**src/rtl/bcd_mult_seq_pkg.sv**
```systemverilog
// Shared definitions for the sequential BCD multiplier: FSM encoding,
// operand-width helper and the largest legal BCD digit.
package bcd_pkg;

  typedef enum logic [2:0] {
    S_IDLE = 3'd0,
    S_CONV = 3'd1,
    S_MUL  = 3'd2,
    S_DBL  = 3'd3,
    S_DONE = 3'd4
  } state_t;

  localparam logic [3:0] BCD_NIBBLE_MAX = 4'd9;

  // Binary width needed to hold any DIGITS-digit decimal value.
  function automatic int bin_width(input int digits);
    int p;
    p = 1;
    for (int i = 0; i < digits; i++) p = p * 10;
    return $clog2(p);
  endfunction

endpackage

```
**src/rtl/bcd_mult_seq_if.sv**
```systemverilog
// Request/result bundle of the BCD multiplier; the master issues start with
// operands, the slave answers with busy/done/err/result.
interface bcd_mult_seq_if #(parameter int DIGITS = 2);

  logic                  start;
  logic [4*DIGITS-1:0]   a;
  logic [4*DIGITS-1:0]   b;
  logic                  busy;
  logic                  done;
  logic                  err;
  logic [8*DIGITS-1:0]   result;

  modport master (output start, a, b, input busy, done, err, result);
  modport slave  (input start, a, b, output busy, done, err, result);

endinterface

```
**src/rtl/bcd_mult_seq_dabble_step.sv**
```systemverilog
// Double-dabble correction: add 3 to every BCD nibble that is 5 or more,
// combinational, no handshake.
module bcd_dabble_step #(
  parameter int N = 4
) (
  input  logic [4*N-1:0] din,
  output logic [4*N-1:0] dout
);

  always_comb begin
    dout = din;
    for (int i = 0; i < N; i++) begin
      if (din[4*i +: 4] >= 4'd5) dout[4*i +: 4] = din[4*i +: 4] + 4'd3;
    end
  end

endmodule

```
**src/rtl/bcd_mult_seq.sv**
```systemverilog
// Sequential BCD multiplier: BCD->binary, shift-add multiply, double-dabble back.
// done follows start by DIGITS+BW+PW edges; start is ignored unless idle.
module bcd_mult_seq
  import bcd_pkg::*;
#(
  parameter int DIGITS = 2
) (
  input logic           clk,
  input logic           rst,
  bcd_mult_seq_if.slave bus
);

  localparam int BW = bin_width(DIGITS);
  localparam int PW = 2 * BW;
  localparam int OW = 4 * DIGITS;
  localparam int RW = 8 * DIGITS;
  localparam int CW = $clog2(PW);

  state_t          state;
  logic [OW-1:0]   a_q, b_q;
  logic [BW-1:0]   abin, bbin;
  logic [PW-1:0]   acc;
  logic [RW-1:0]   bcd;
  logic [CW-1:0]   cnt;
  logic            busy_q, done_q, err_q;
  logic [RW-1:0]   result_q;

  logic            bad_in;
  logic [RW-1:0]   bcd_fix;
  logic [RW-1:0]   bcd_next;
  logic [PW-1:0]   mcand;

  function automatic logic [BW-1:0] mul10_add(input logic [BW-1:0] v, input logic [3:0] d);
    logic [BW-1:0] dz;
    dz      = '0;
    dz[3:0] = d;
    return (v << 3) + (v << 1) + dz;
  endfunction

  always_comb begin
    bad_in = 1'b0;
    for (int i = 0; i < DIGITS; i++) begin
      if (bus.a[4*i +: 4] > BCD_NIBBLE_MAX || bus.b[4*i +: 4] > BCD_NIBBLE_MAX) bad_in = 1'b1;
    end
  end

  bcd_dabble_step #(.N(2 * DIGITS)) u_dabble (
    .din  (bcd),
    .dout (bcd_fix)
  );

  assign bcd_next = {bcd_fix[RW-2:0], acc[PW-1]};
  assign mcand    = {{BW{1'b0}}, abin};

  always_ff @(posedge clk) begin
    if (rst) begin
      state    <= S_IDLE;
      a_q      <= '0;
      b_q      <= '0;
      abin     <= '0;
      bbin     <= '0;
      acc      <= '0;
      bcd      <= '0;
      cnt      <= '0;
      busy_q   <= 1'b0;
      done_q   <= 1'b0;
      err_q    <= 1'b0;
      result_q <= '0;
    end else begin
      case (state)
        S_IDLE: begin
          if (bus.start) begin
            a_q  <= bus.a;
            b_q  <= bus.b;
            abin <= '0;
            bbin <= '0;
            acc  <= '0;
            bcd  <= '0;
            cnt  <= '0;
            if (bad_in) begin
              // Illegal digit: skip the datapath and report immediately.
              state    <= S_DONE;
              done_q   <= 1'b1;
              err_q    <= 1'b1;
              result_q <= '0;
            end else begin
              state  <= S_CONV;
              busy_q <= 1'b1;
            end
          end
        end
        S_CONV: begin
          abin <= mul10_add(abin, a_q[OW-1 -: 4]);
          bbin <= mul10_add(bbin, b_q[OW-1 -: 4]);
          a_q  <= a_q << 4;
          b_q  <= b_q << 4;
          if (cnt == CW'(DIGITS - 1)) begin
            cnt   <= '0;
            state <= S_MUL;
          end else begin
            cnt <= cnt + 1'b1;
          end
        end
        S_MUL: begin
          // bbin shifts right so that bit cnt of the multiplier sits at bit 0.
          if (bbin[0]) acc <= acc + (mcand << cnt);
          bbin <= bbin >> 1;
          if (cnt == CW'(BW - 1)) begin
            cnt   <= '0;
            state <= S_DBL;
          end else begin
            cnt <= cnt + 1'b1;
          end
        end
        S_DBL: begin
          bcd <= bcd_next;
          acc <= acc << 1;
          if (cnt == CW'(PW - 1)) begin
            cnt      <= '0;
            state    <= S_DONE;
            busy_q   <= 1'b0;
            done_q   <= 1'b1;
            err_q    <= 1'b0;
            result_q <= bcd_next;
          end else begin
            cnt <= cnt + 1'b1;
          end
        end
        S_DONE: begin
          done_q <= 1'b0;
          state  <= S_IDLE;
        end
        default: state <= S_IDLE;
      endcase
    end
  end

  assign bus.busy   = busy_q;
  assign bus.done   = done_q;
  assign bus.err    = err_q;
  assign bus.result = result_q;

endmodule

```
**src/flat_wrapper.sv**
```systemverilog
// flat-port wrapper written by rule: the top's interface ports become plain ports
module bcd_mult_seq_flat import bcd_pkg::*;
#(
  parameter int DIGITS = 2
)
  (clk, rst, bus_start, bus_a, bus_b, bus_busy, bus_done, bus_err, bus_result);
  bcd_mult_seq_if #(.DIGITS(DIGITS)) bus_i ();
  input logic clk;
  input logic rst;
  input wire logic [$bits(bus_i.start)-1:0] bus_start;
  input wire logic [$bits(bus_i.a)-1:0] bus_a;
  input wire logic [$bits(bus_i.b)-1:0] bus_b;
  output wire logic [$bits(bus_i.busy)-1:0] bus_busy;
  output wire logic [$bits(bus_i.done)-1:0] bus_done;
  output wire logic [$bits(bus_i.err)-1:0] bus_err;
  output wire logic [$bits(bus_i.result)-1:0] bus_result;
  assign bus_i.start = bus_start;
  assign bus_i.a = bus_a;
  assign bus_i.b = bus_b;
  assign bus_busy = bus_i.busy;
  assign bus_done = bus_i.done;
  assign bus_err = bus_i.err;
  assign bus_result = bus_i.result;
  bcd_mult_seq #(.DIGITS(DIGITS)) u_core (.clk(clk), .rst(rst), .bus(bus_i));
endmodule
```
**config.mk**
```make
export PLATFORM = sky130hd
export DESIGN_NAME = bcd_mult_seq_flat
export DESIGN_NICKNAME = d
export VERILOG_FILES = /design/src/rtl/bcd_mult_seq_pkg.sv /design/src/rtl/bcd_mult_seq_if.sv /design/src/rtl/bcd_mult_seq_dabble_step.sv /design/src/rtl/bcd_mult_seq.sv /design/src/flat_wrapper.sv
export SDC_FILE = /design/constraint.sdc
export NUM_CORES = 1
export LEC_CHECK = 0
export CAP_MARGIN = 20
export CORE_AREA = 2 2 106 108
export DETAILED_ROUTE_END_ITERATION = 16
export DIE_AREA = 0 0 108 110
export GPL_TIMING_DRIVEN = 0
export PLACE_DENSITY = 0.73
export SLEW_MARGIN = 20
export SYNTH_ARGS = -nofsm -noshare
export SYNTH_HDL_FRONTEND = slang
export SYNTH_SLANG_ARGS = --single-unit
```
**constraint.sdc**
```tcl
create_clock -name clk -period 3.48 [get_ports clk]
set_clock_uncertainty 0.1 [all_clocks]
set_input_delay 0.522 -clock clk [delete_from_list [all_inputs] [get_ports clk]]
set_output_delay 0.522 -clock clk [all_outputs]
set_load 0.01 [all_outputs]
```
==> results.json, run 1 <==
{
  "initial_core_util_pct": 49.52,
  "die_height_um": 110,
  "ios": 38,
  "vias_per_cell": 5.794,
  "power_leakage_uw": 0.002461,
  "vdd_ir_drop_max_uv": 263.5,
  "final.setup.tns_ps": 0,
  "port_buffers": 36,
  "cts_made_buffers": 9,
  "synthesis.nets": 714,
  "antenna_found_initial": 0,
  "arrival_ps": 3410,
  "wirelength_um": 13620,
  "grt-ovfl-total": 0,
  "vias": 4873,
  "crit_fanout": 8,
  "multi_input_area_um2": 3257,
  "synth_cell_types": 63,
  "cts_hold_buf": 0,
  "layout.cells.non_filler": 841,
  "start_kind": "flip-flop",
  "synthArstFlopShare_pct": 0,
  "power_density_nw_per_um2": 317.7,
  "dp.cells": 826,
  "grt_pass1_wl_um": 22720,
  "rsz0062_at_grt": "false",
  "drv_cap": 0,
  "clkTransAtPathRegs_ps": 90,
  "root_buffer": "clkbuf_8",
  "area_growth_pct": 13.53,
  "dp_hpwl_um": 10180,
  "syn_area_um2": 5298,
  "avgSynthCellArea_um2": 8.150,
  "path_class": "flip-flop to flip-flop",
  "yosysWarnings": 0,
  "endpoint_kind": "flip-flop",
  "timing.final.ws_setup_ps": 191.7,
  "regArea_um2": 1725,
  "fin_area_um2": 6015,
  "status": "finished, final reports clean",
  "final_hold_viol_count": 0,
  "firstDrtPassIters": 7,
  "rows": 38,
  "min_path_type": "flip-flop to flip-flop",
  "drive_above_1_share_pct": 7.561,
  "period_minus_slack_ps": 3288,
  "cts_sinks": 86,
  "fillers": 984,
  "insertion_delay_ps": 360,
  "drtIter0Drc": 426,
  "seq_area_frac_synth_pct": 32.50,
  "htreeDepth": 3,
  "crit_required_ps": 3600,
  "slew_viol_final": 0,
  "fmax_mhz": 304.1,
  "ctsResizeCount": 2,
  "netlist_instances": 650,
  "place_congestion": 0.8677,
  "grt_usage_pct": 24.12,
  "slew-limit-headroom_pct": 53.35,
  "fin_crit_sh_pct": 94.49,
  "place_ws_ps": -195.9,
  "post_drt_wl_per_cell_um": 16.19,
  "placed_cell_area_um2": 5833,
  "grt_max_degree": 16,
  "synth-seq-cells": 86,
  "antenna_left": 0,
  "chipWidth_um": 108,
  "grt_pass1_vias": 4564,
  "setup_viol": 0,
  "diodes": 0,
  "worst_slew_pin_slew_ps": 699.7,
  "cts_tree": "yes",
  "cts_setup_buffers": 0,
  "drc": 0,
  "dieArea_um2": 11880,
  "clockBufferDepth": 2,
  "p_total_uw": 1911,
  "synth_edf_count": 0,
  "ys.flop_type": "dfxtp_1",
  "nets": 760,
  "core-area_um2": 10700
}
## per-stage QoR
stage | util [%] | hold slack (ps)
global route | 56.22 | 397.9
detailed placement | 54.53 | 351.6
CTS | 56.14 | 364.4
finish | 56.22 | 362.2
global placement | 54.53 | 346.4
floorplan | - | 332.2
## registers in the layout (all words and copies together), names as in the netlist
register / count
u_core.state: 3
u_core.b_q: 8
u_core.bcd: 16
u_core.abin: 7
u_core.acc: 14
u_core.a_q: 8
u_core.bus.busy: 1
u_core.cnt: 4
u_core.bbin: 7
u_core.bus.done: 1
u_core.bus.result: 16
u_core.bus.err: 1
## kinds of logic after synthesis
group	after synthesis	share of synthesized area (%)
DFF	86	32.50
muxes	24	4.842
AOI/OAI and AO/OA	175	21.66
buffers and inverters	69	6.094
and+or+nand+nor	226	19.44
adders and majority gates	45	11.34
xor gates and xnor gates	25	4.133
## cells in the final DEF (no fill, tap or decap), types with 10 or more instances in the layout
cell type / count
nand3_1: 18
clkdlybuf4s50_1: 36
clkbuf_1: 20
ha_1: 40
nand2_1: 70
nand2b_1: 10
xnor2_1: 17
nor2_1: 80
a21oi_1: 63
o21ai_0: 19
dfxtp_1: 85
mux2i_1: 20
nor3_1: 15
a21o_1: 13
a311oi_1: 10
inv_1: 27
a22oi_1: 14
## synthesized netlist by cell type, drive strengths merged, types with 4 or more instances
| library cell | number | area share, % |
|---|---|---|
| nor3 | 16 | 1.6 |
| inv | 28 | 2.0 |
| ha | 40 | 9.4 |
| a221oi | 6 | 0.99 |
| or3b | 4 | 0.66 |
| nor2b | 4 | 0.47 |
| a211oi | 8 | 1.1 |
| a21oi | 63 | 6.0 |
| xor2 | 8 | 1.3 |
| xnor2 | 17 | 2.8 |
| a311oi | 10 | 1.7 |
| and3 | 5 | 0.59 |
| mux2i | 20 | 3.8 |
| fa | 5 | 1.9 |
| or2 | 4 | 0.47 |
| o21ai | 21 | 2.0 |
| a31oi | 4 | 0.47 |
| clkbuf | 21 | 1.5 |
| dfxtp | 86 | 32 |
| nand2 | 70 | 5.0 |
| nand3 | 18 | 1.7 |
| a21o | 13 | 1.8 |
| nand2b | 10 | 1.2 |
| buf | 20 | 2.6 |
| nor2 | 81 | 5.9 |
| a22oi | 14 | 2.0 |
| a222oi | 5 | 0.94 |
| o22ai | 9 | 1.1 |
## final cells by class
class,instances,share of cell area [%]
multi-input cells,495,54.15
flip-flops and latches,86,28.69
repair buffers,36,5.991
plain buffers,40,3.620
well taps,140,2.912
clock buffers,9,2.059
inverters,28,1.747
clock inverters,7,0.8321
## power breakdown
group	leakage (uW)	internal, uW	switching (uW)
registers	0.000698	1010	19.7
logic	0.00168	96.6	144
clock network	0.0000816	260	383
total	0.00246	1360	547
## critical path, stage by stage (launching register included)
cell     delay, ps
dfxtp_1        370
buf_2          210
inv_1          120
and3_1         200
and3_1         190
ha_1           210
fa_1           430
a21o_1         180
a21oi_1        320
o21ai_0        240
a41oi_1        300
xor2_1         180
o22ai_1        100
## worst paths after layout
kind	from	endpoint	slack [ps]	depth (start not counted)
worst max-delay path	u_core.cnt[0]$_SDFFE_PP0P_	u_core.acc[12]$_SDFFE_PP0P_	190	12
worst min-delay path	u_core.a_q[4]$_SDFFE_PP0P_	u_core.abin[0]$_SDFFE_PP0P_	360	2
worst max register to register	u_core.cnt[0]$_SDFFE_PP0P_	u_core.acc[12]$_SDFFE_PP0P_	190	12
worst min register to register	u_core.a_q[4]$_SDFFE_PP0P_	u_core.abin[0]$_SDFFE_PP0P_	360	2
## metal layers
metal	vias up	global-route usage, %	wire length (um)	share of wire [%]
li1	2415	-	-	-
met1	2325	32.80	6393	47
met2	117	39.71	6338	47
met3	16	4.233	718	5.3
met4	0	6.502	167	1.2
met5	-	0	0	0
(Power assumes the default switching activity.)
==> run 2, diff against run 1 <==
Settings changed: RECOVER_POWER from default to 100.
==> results.json, run 2 (synthesis gave the netlist of run 1 again) <==
{
  "clkTransAtPathRegs_ps": 90,
  "pwr-share-clk_pct": 33.8,
  "area_growth_pct": 12.75,
  "drt-met1-wl_um": 6437,
  "die_height_um": 110,
  "layout.cells.non_filler": 841,
  "utilization_pct": 55.84,
  "intPower_uw": 1355,
  "fin_crit_sh_pct": 93.96,
  "arrival_ps": 3390,
  "worstReg2RegStart": "u_core.cnt[0]$_SDFFE_PP0P_",
  "place_congestion": 0.8677,
  "crit_end": "u_core.acc[12]$_SDFFE_PP0P_",
  "chipWidth_um": 108,
  "nets": 760,
  "drv_cap": 0,
  "drtIter0Drc": 410,
  "power_density_nw_per_um2": 317.6,
  "final.setup.tns_ps": 0,
  "rows": 38,
  "period_minus_slack_ps": 3270,
  "final_cell_mix": "dfxtp_1 (85), nor2_1 (81), nand2_1 (70)",
  "ios": 38,
  "cp_cell_sequence": "buf_2, inv_1, and3_1, and3_1, ha_1, fa_1, a21o_1, a21oi_1, o21ai_0, a41oi_1, xor2_1, o22ai_1",
  "worst_slew_pin_slew_ps": 833.9,
  "post_drt_wl_per_cell_um": 16.22,
  "grt_pass1_vias": 4564,
  "switching_share_pct": 28.57,
  "core-area_um2": 10700,
  "switchingPower_uw": 542.0,
  "wirelength_um": 13640,
  "slew-limit-headroom_pct": 44.41,
  "drc": 0,
  "highest_layer": "met4",
  "clockBufferDepth": 2,
  "final_common_cell": "dfxtp_1",
  "crit_fanout": 8,
  "drive_above_1_share_pct": 6.419,
  "vias_per_cell": 5.864,
  "fmax_mhz": 305.8,
  "grt_pass1_wl_um": 22720,
  "path_depth": 12,
  "max_stage_delay_ps": 420,
  "htreeDepth": 3,
  "grt_usage_pct": 24.12,
  "wl_met3_um": 714,
  "grt-ovfl-total": 0,
  "path_class": "flip-flop to flip-flop",
  "status": "finished, final reports clean",
  "cts_made_buffers": 9,
  "grt_max_degree": 16,
  "crit_top_cell": "and3_1",
  "setup_viol": 0,
  "port_buffers": 36,
  "r2r_slack_ps": 210,
  "slowest_stage": "fa_1",
  "crit_family": "compound AO/OA/AOI/OAI gates",
  "dieArea_um2": 11880,
  "vias": 4932,
  "cp-startpoint": "u_core.cnt[0]$_SDFFE_PP0P_",
  "seq_power_share_pct": 54.1,
  "min_path_type": "flip-flop to flip-flop",
  "dp.cells": 826,
  "power_leakage_uw": 0.002495,
  "start_kind": "flip-flop",
  "rr_worst_depth": 12,
  "diodes": 0,
  "antenna_found_initial": 0,
  "pwr-share-comb_pct": 12.1,
  "path_buf_inv": 2,
  "fin_hold_ws_ps": 362.8,
  "antenna_left": 0,
  "route.met2.wl_um": 6301,
  "rsz0062_at_grt": "false",
  "reg2reg_to": "u_core.acc[12]$_SDFFE_PP0P_",
  "dp_hpwl_um": 10180,
  "firstDrtPassIters": 5,
  "insertion_delay_ps": 360,
  "cts_tree": "yes",
  "root_buffer": "clkbuf_8",
  "cts_sinks": 86,
  "crit_required_ps": 3600,
  "initial_core_util_pct": 49.52,
  "slew_viol_final": 0,
  "endpoint_kind": "flip-flop",
  "vdd_ir_drop_max_uv": 263.3,
  "final_hold_viol_count": 0
}
-- run 2: cell count changes in the layout (fill, tap and decap cells not counted), moves of 2 or more --
cell and delta:
buf_1 -2, buf_2 -4, clkbuf_1 +8, clkdlybuf4s50_1 -21, dlygate4sd3_1 +21
-- run 2: worst min path at each step --
stage,endpoint,cells after the start,from
detailed placement,u_core.abin[0]$_SDFFE_PP0P_,2,u_core.a_q[4]$_SDFFE_PP0P_
global route,u_core.a_q[2]$_SDFFE_PP0P_,2,u_core.a_q[2]$_SDFFE_PP0P_
global placement,u_core.abin[0]$_SDFFE_PP0P_,2,u_core.a_q[4]$_SDFFE_PP0P_
floorplan,u_core.abin[0]$_SDFFE_PP0P_,2,u_core.a_q[4]$_SDFFE_PP0P_
finish,u_core.abin[0]$_SDFFE_PP0P_,2,u_core.a_q[4]$_SDFFE_PP0P_
CTS,u_core.abin[0]$_SDFFE_PP0P_,2,u_core.a_q[4]$_SDFFE_PP0P_
-- run 2: repair_timing --
item                       4_1_cts  5_1_grt
gates resized for setup          2        4
hold buffers                     0        0
setup endpoints to repair        5        7
setup buffers                    0        0
-- run 2: per-layer routing --
layer,track usage (%),vias to the layer above
met5,0,-
met4,6.502,0
met3,4.233,18
met2,39.71,136
met1,32.80,2363
li1,-,2415
-- run 2: tightest hold or removal path: cells and delay by family, from the launching register on --
family,cells,cell delay (ps)
and+or+nand+nor,1,50
DFF,1,320
AOI/OAI and AO/OA,1,50
-- run 2: final cells by class --
type                    count  area [um2]
inverters                  28       105.1
flip-flops and latches     86        1725
clock buffers               9       123.9
clock inverters             7       50.05
fillers                   995        4725
repair buffers             36       360.3
multi-input cells         495        3244
plain buffers              40       188.9
well taps                 140       175.2
-- run 2: power by group through the flow --
| stage | registers [uW] | clock network [uW] | logic [uW] |
|---|---|---|---|
| 2_1_floorplan | 1050 | 0 | 159 |
| 3_3_place_gp | 1050 | 0 | 231 |
| 3_5_place_dp | 1050 | 0 | 237 |
| 4_1_cts | 1030 | 655 | 238 |
| 5_1_grt | 1030 | 697 | 252 |
| 6_report | 1030 | 640 | 230 |
-- run 2: through the flow --
stage | power [uW] | worst slack (ps) | area [um2]
floorplan | 1204 | 384.2 | 5298
global placement | 1280 | -164.7 | 5833
detailed placement | 1287 | -195.9 | 5833
CTS | 1921 | 84.54 | 6006
global route | 1980 | 4.950 | 5973
finish | 1897 | 210.0 | 5973
